## config.mk

```make
export PLATFORM = sky130hd
export DESIGN_NAME = l2_request_responder
export DESIGN_NICKNAME = d
export VERILOG_FILES = /design/src/rtl/l2_request_responder.sv
export SDC_FILE = /design/constraint.sdc
export NUM_CORES = 1
export LEC_CHECK = 0
export ABC_AREA = 1
export ABC_CLOCK_PERIOD_IN_PS = 2900
export CORE_MARGIN = 1
export CORE_UTILIZATION = 40
export CTS_CLUSTER_DIAMETER = 50
export DETAILED_ROUTE_END_ITERATION = 16
export GPL_TIMING_DRIVEN = 0
export PLACE_DENSITY = 0.66
export SLEW_MARGIN = 20
export SYNTH_ARGS = -nofsm -noshare
export SYNTH_HDL_FRONTEND = slang
export SYNTH_SLANG_ARGS = --single-unit
```

## constraint.sdc

```tcl
create_clock -name Clock -period 2.9 [get_ports Clock]
set_input_delay 0.87 -clock Clock [delete_from_list [all_inputs] [get_ports Clock]]
set_output_delay 0.87 -clock Clock [all_outputs]
set_load 0.02 [all_outputs]
```

## src/rtl/l2_request_responder.sv

```systemverilog
`default_nettype none
// ============================================================================
// Module      : l2_request_responder
// Description : Accepts L1 requests (read / write-back / RFO) into an
//               in-order FIFO, serves them one at a time with a fixed
//               L2 access latency, and presents each completed request on
//               a valid/ready response port.
//               Optional build macro L2_RESP_STATS_EN enables the
//               read/write-back/RFO completion counters; without it the
//               counters are tied to zero and no counter flops exist.
// Revision    : 1.0 - initial release
// ============================================================================
module l2_request_responder #(
   parameter int LATENCY = 4,   // L2 access cycles per request, 1..15
   parameter int DEPTH   = 4    // request FIFO entries, power of two, 2..16
) (
   input  logic        Clock,
   input  logic        clear,
   input  logic        l1_cmd_valid,
   input  logic [1:0]  command_to_L2,
   input  logic [25:0] addr_to_L2,
   output logic        l1_cmd_ready,
   output logic        resp_valid,
   input  logic        resp_ready,
   output logic [1:0]  resp_cmd,
   output logic [25:0] resp_addr,
   output logic        busy,
   output logic [31:0] read_count,
   output logic [31:0] write_count,
   output logic [31:0] rfo_count
);

   localparam int               c_AW   = $clog2(DEPTH);
   localparam int               c_CW   = c_AW + 1;
   localparam logic [c_CW-1:0]  c_FULL = c_CW'(DEPTH);
   localparam logic [3:0]       c_LAT  = 4'(LATENCY);

   localparam logic [1:0] c_CMD_READ = 2'd1;
   localparam logic [1:0] c_CMD_WB   = 2'd2;
   localparam logic [1:0] c_CMD_RFO  = 2'd3;

   typedef enum logic [1:0] {
      IDLE    = 2'd0,
      ACCESS  = 2'd1,
      RESPOND = 2'd2
   } state_t;

   state_t            state_q, state_d;
   logic [27:0]       mem_q [DEPTH];
   logic [27:0]       mem_d [DEPTH];
   logic [c_AW-1:0]   wr_ptr_q, wr_ptr_d;
   logic [c_AW-1:0]   rd_ptr_q, rd_ptr_d;
   logic [c_CW-1:0]   count_q, count_d;
   logic [3:0]        lat_q, lat_d;
   logic [1:0]        hold_cmd_q, hold_cmd_d;
   logic [25:0]       hold_addr_q, hold_addr_d;

   logic w_full;
   logic w_empty;
   logic w_push;
   logic w_pop;
   logic w_done;

   // Handshake qualifiers; ready comes only from registered occupancy so a
   // full FIFO never accepts, even on a cycle in which it is popped.
   assign w_full  = (count_q == c_FULL);
   assign w_empty = (count_q == '0);
   assign w_push  = l1_cmd_valid && !w_full && (command_to_L2 != 2'd0);
   assign w_pop   = (state_q == IDLE) && !w_empty;
   assign w_done  = (state_q == RESPOND) && resp_ready;

   assign l1_cmd_ready = !w_full;
   assign resp_valid   = (state_q == RESPOND);
   assign resp_cmd     = hold_cmd_q;
   assign resp_addr    = hold_addr_q;
   assign busy         = (state_q != IDLE) || !w_empty;

   // FIFO next state: write at tail, advance pointers, track occupancy.
   always_comb begin
      mem_d    = mem_q;
      wr_ptr_d = wr_ptr_q;
      rd_ptr_d = rd_ptr_q;
      count_d  = count_q;
      if (w_push) begin
         mem_d[wr_ptr_q] = {command_to_L2, addr_to_L2};
         wr_ptr_d        = wr_ptr_q + c_AW'(1);
      end
      if (w_pop) begin
         rd_ptr_d = rd_ptr_q + c_AW'(1);
      end
      case ({w_push, w_pop})
         2'b10:   count_d = count_q + c_CW'(1);
         2'b01:   count_d = count_q - c_CW'(1);
         default: count_d = count_q;
      endcase
   end

   // FIFO storage; contents are qualified by occupancy so no reset is needed.
   always_ff @(posedge Clock) begin
      mem_q <= mem_d;
   end

   // FIFO pointer and occupancy registers.
   always_ff @(posedge Clock or posedge clear) begin
      if (clear) begin
         wr_ptr_q <= '0;
         rd_ptr_q <= '0;
         count_q  <= '0;
      end else begin
         wr_ptr_q <= wr_ptr_d;
         rd_ptr_q <= rd_ptr_d;
         count_q  <= count_d;
      end
   end

   // Request FSM: pop head, count down the access latency, hold the response.
   always_comb begin
      state_d     = state_q;
      lat_d       = lat_q;
      hold_cmd_d  = hold_cmd_q;
      hold_addr_d = hold_addr_q;
      case (state_q)
         IDLE: begin
            if (w_pop) begin
               {hold_cmd_d, hold_addr_d} = mem_q[rd_ptr_q];
               lat_d                     = c_LAT;
               state_d                   = ACCESS;
            end
         end
         ACCESS: begin
            lat_d = lat_q - 4'd1;
            if (lat_q == 4'd1) begin
               state_d = RESPOND;
            end
         end
         RESPOND: begin
            if (w_done) begin
               state_d = IDLE;
            end
         end
         default: begin
            state_d = IDLE;
         end
      endcase
   end

   // FSM state, latency counter and response holding register.
   always_ff @(posedge Clock or posedge clear) begin
      if (clear) begin
         state_q     <= IDLE;
         lat_q       <= 4'd0;
         hold_cmd_q  <= 2'd0;
         hold_addr_q <= 26'd0;
      end else begin
         state_q     <= state_d;
         lat_q       <= lat_d;
         hold_cmd_q  <= hold_cmd_d;
         hold_addr_q <= hold_addr_d;
      end
   end

`ifdef L2_RESP_STATS_EN
   logic [31:0] read_count_q, read_count_d;
   logic [31:0] write_count_q, write_count_d;
   logic [31:0] rfo_count_q, rfo_count_d;

   // Bump the counter matching the command retired on the response handshake.
   always_comb begin
      read_count_d  = read_count_q;
      write_count_d = write_count_q;
      rfo_count_d   = rfo_count_q;
      if (w_done) begin
         case (hold_cmd_q)
            c_CMD_READ: read_count_d  = read_count_q + 32'd1;
            c_CMD_WB:   write_count_d = write_count_q + 32'd1;
            c_CMD_RFO:  rfo_count_d   = rfo_count_q + 32'd1;
            default:    ;
         endcase
      end
   end

   // Statistics registers; natural 32-bit wrap.
   always_ff @(posedge Clock or posedge clear) begin
      if (clear) begin
         read_count_q  <= 32'd0;
         write_count_q <= 32'd0;
         rfo_count_q   <= 32'd0;
      end else begin
         read_count_q  <= read_count_d;
         write_count_q <= write_count_d;
         rfo_count_q   <= rfo_count_d;
      end
   end

   assign read_count  = read_count_q;
   assign write_count = write_count_q;
   assign rfo_count   = rfo_count_q;
`else
   assign read_count  = 32'd0;
   assign write_count = 32'd0;
   assign rfo_count   = 32'd0;
`endif

endmodule
`default_nettype wire

```

==> flow_results.org <==
** Status
- Outcome :: completed

** Worst setup path
- In this run the critical register-to-register path is launched from state_q[0].
- Highest cell delay on the worst timing path :: approximately 570 ps
- Data on the critical path is required at its endpoint by 2030 ps.
- Cell count of the worst reg-to-reg path :: 10
- Worst Setup SP :: count_q[0]
- In this run the number of cells on the critical path is 3.
- The critical path in this run is classified as reg2out.
- The worst register-to-register path ends at count_q[2].
- The worst setup path is captured at an output pin.
- Among all stages on the critical path, the largest delay is contributed by sky130_fd_sc_hd__clkdlybuf4s50_1.
- Maximum fanout encountered on the critical timing path :: 4
- The signal on the critical path passes through nor2_4, nand2_1, clkdlybuf4s50_1.
- Combined buffer and inverter count along the critical path :: 1
- Kind of launch point of the worst setup path :: flop
- Slack of the worst reg-to-reg path :: between 700 and 800 ps
- In this design, the largest share of critical-path delay is due to buffers and inverters.
- STA puts the critical path data arrival time at around 1700 ps.

** Global route
- Largest net degree at the start of global routing :: 25
- Wire length of the first global-routing pass :: 22.4 mm
- Number of global-route vias before repair :: 4273
- After global routing the overflow that remains totals 0.
- Number of antenna violations at the first check in global routing :: 0
- Overall global routing resource usage :: ~16%

** Synthesis
- Adder-cell share of the synthesized area :: 1.49%
- In this run the cell area of the synthesized design comes to roughly 0.0072 mm^2.
- Post-synth top area cell :: sky130_fd_sc_hd__edfxtp_1
- The share of synthesized area in the top cell type comes to 46.5%.
- A synthesized cell averages between 9 and 10 um^2.
- Yosys printed 0 warnings.
- Flip-flop and latch count after synthesis :: between 150 and 200
- Of the total synthesized cell area, the portion taken by AND, OR, NAND and NOR gates is 18.3%.
- Sequential element share of the synthesized area :: 60.7%
- In the synthesized netlist, mux cells make up 0% of the area.
- Synthesis handed over a netlist of 748 instances.
- Summing the areas of all compound-gate instances in the mapped netlist gives 0.329% of the synthesized area.
- The synthesized netlist devotes less than 1% of its cell area to XOR and XNOR gates.
- Largest family of logic cells by synthesized area :: buffers and inverters
- Counting distinct cell types in the post-synthesis netlist gives 26.
- By area the synthesized netlist is led by sky130_fd_sc_hd__edfxtp_1, sky130_fd_sc_hd__dfrtp_1, sky130_fd_sc_hd__nand2_1, sky130_fd_sc_hd__buf_4, sky130_fd_sc_hd__inv_1.

** Drt
- Wire length after detailed routing :: 14.5 mm
- Routed Antenna Nets :: 0
- After detailed routing, the average wire length per cell comes to 12.4 um.
- DRC violations left :: 0
- Number of vias after detailed routing :: slightly below 5000
- Violation count after the first detailed-routing iteration :: 187
- For this run, the detailed router's first-pass iteration total came to 4.
- Post-detailed-route via-to-cell ratio :: 4.17

** Power
- IR analysis of the VDD net gives a maximum drop of 0.433 mV.
- Leakage power of the design :: 0.00460 uW
- In this run the power density over the cells is 935 mW/mm^2.

** STA
- Period Utilization, post-route :: 88.9%
- Timing would allow up to 388 MHz.
- Final number of setup-violating endpoints :: 0
- Between clock sinks in the finished design, the worst skew comes to 6.08 ps.
- The number of hold violations in the final report came to 0.
- The number of max-slew violations in the final report came to 0.
- Tightest slew margin relative to the limit :: 58.7%
- At the pin with the least slew margin, the transition time is between 600 and 700 ps.
- Unrepaired setup endpoints after global routing :: false
- Subtracting the final worst setup slack from the clock period gives 2580 ps.

** Place
- Count of port buffers added during placement :: 62
- Detailed placement ended at an HPWL of 9.77 mm.
- After detailed placement, the total cell area comes to ~0.0086 mm^2.
- The congestion estimate from routability-driven global placement came to around 0.72.

** Min path
- Startpoint of the worst hold path :: resp_addr[18]
- The tightest min-delay check is of the reg2reg type.
- The path with the worst hold slack has its endpoint at resp_addr[18].
- Along the worst hold path, the cell count comes to 2.

** Finish
- In the final design database the tool counted between 900 and 1000 nets.
- Filler cells :: 1573
- In the final layout, the share of cells above drive strength 1 is about 16%.
- Area growth, synth to finish :: 27.7%
- Final core area utilization :: ~53%
- Post-route cell area :: 0.00924 mm^2
- Antenna fix cells :: 0

** CTS
- Clock buffers created by TritonCTS :: 17
- Clock latency on the worst-skew pair, taken at its later pin, is ~420 ps.
- TritonCTS built the clock tree.
- The H-tree was split into 4 levels.
- The tree built by TritonCTS fans out to 153 sinks.
- CTS clock-pin slew for the worst setup and hold paths :: 60 ps
- Root buf cell :: sky130_fd_sc_hd__clkbuf_16
- The longest clock path from root to sink contains 2 buffers.

** Floorplan
- The initial utilization of the core area, before any placement, comes to 41.4%.
- After floorplanning, the core was divided into 48 placement rows.
- The floorplan step set the die height to 136 um.
- Die Width :: 136 um
- Area of the core :: 0.0175 mm^2
- The floorplan step defined a die boundary enclosing 0.0186 mm^2.
- For this design the top-level I/O count stands at 159.

** Run
- The tool flagged a number of max-cap violations equal to 0.
cell families (layout without fill, tap and decap cells):
family,Yosys count,in the layout
adders and majority gates,8,8
buffers and inverters,254,353
and+or+nand+nor,324,324
xor gates and xnor gates,4,4
AOI/OAI and AO/OA,4,4
DFF,153,153
other,1,96
flip-flops by register name, summed over array words and instances, names as in the netlist:
| register | count |
|---|---|
| wr_ptr_q | 2 |
| mem_q | 112 |
| lat_q | 4 |
| resp_cmd | 2 |
| rd_ptr_q | 2 |
| state_q | 2 |
| count_q | 3 |
| resp_addr | 26 |
area by class of cell:
type	count	area (um^2)	area share, %
Timing Repair Buffer	67	743	8.05
Clock buffer	22	464	5.03
Inverter	135	507	5.49
Clock inverter	10	124	1.34
Multi-Input combinational cell	436	1880	20.4
Buffer	119	846	9.16
Tap cell	225	282	3.05
Sequential cell	153	4390	47.5
stage by stage:
step | setup TNS, ps | worst slack (ps) | instances | hold slack, ps | total power, uW
after floorplan | 0 | 121 | 843 | 473 | 5300
after global placement | -190520 | -1760 | 1130 | 462 | 6380
after detailed placement | -15840 | -286 | 1135 | 464 | 6510
after CTS | 0 | 155 | 1167 | 484 | 8710
after global routing | 0 | 165 | 1167 | 494 | 9190
final | 0 | 322 | 1167 | 476 | 8630
per-layer routing:
layer	global-route usage, %	wire length, um
met1	19.6	6220
met2	28.5	7030
met3	3.30	969
met4	6.67	245
met5	0	0
tightest hold or removal path, delay by kind of cell, from the launching register on:
kind / cells / cell delay, ps
flops: 1 / 340
simple gates: 2 / 100
how the worst max path moves through the flow:
stage                         endpoint  slack, ps
after CTS                    mem_q[41]        150
after global placement       mem_q[52]      -1760
after detailed placement     mem_q[52]       -290
after global routing        count_q[2]        160
after floorplan               mem_q[0]        120
final                     l1_cmd_ready        320
cells in the mapped netlist:
cell,instances
sky130_fd_sc_hd__edfxtp_1,112
sky130_fd_sc_hd__nand2_1,245
sky130_fd_sc_hd__o22ai_1,1
sky130_fd_sc_hd__dfrtp_1,41
sky130_fd_sc_hd__nand3_1,68
sky130_fd_sc_hd__nor2_1,6
sky130_fd_sc_hd__buf_4,99
sky130_fd_sc_hd__inv_1,132
sky130_fd_sc_hd__o21ai_1,1
sky130_fd_sc_hd__buf_2,10
sky130_fd_sc_hd__buf_1,2
sky130_fd_sc_hd__fa_1,1
sky130_fd_sc_hd__xor2_1,2
sky130_fd_sc_hd__or2_2,1
sky130_fd_sc_hd__o21ai_0,1
sky130_fd_sc_hd__o21a_1,1
sky130_fd_sc_hd__nor2_4,1
sky130_fd_sc_hd__conb_1,1
sky130_fd_sc_hd__inv_2,3
sky130_fd_sc_hd__buf_6,2
sky130_fd_sc_hd__nand2_2,1
sky130_fd_sc_hd__ha_1,7
sky130_fd_sc_hd__clkbuf_1,6
sky130_fd_sc_hd__xnor2_1,2
sky130_fd_sc_hd__nor2_2,1
sky130_fd_sc_hd__nand2_4,1
power breakdown:
part | leakage (uW) | switching, uW | internal [uW] | total, uW
clock | 0.000288 | 802 | 1380 | 2190
combinational | 0.00279 | 2090 | 1240 | 3330
sequential | 0.00152 | 219 | 2900 | 3120
total | 0.00460 | 3110 | 5530 | 8630
what timing repair did:
item	in CTS	in global routing
setup endpoints to repair	0	1
gates resized for setup	0	1
setup buffers	0	0
hold buffers	0	0
hold endpoints to repair	0	0
layout by cell type, fill, tap and decap left out, drive strengths merged, types with 3 or more instances in the layout:
master         count
nand2            247
inv              135
buf              118
edfxtp           112
conb              96
nand3             68
clkdlybuf4s50     62
dfrtp             41
clkbuf            28
nor2               8
ha                 7
clkinv             7
bufinv             3
Note: power is estimated with default switching activity, not from simulation.
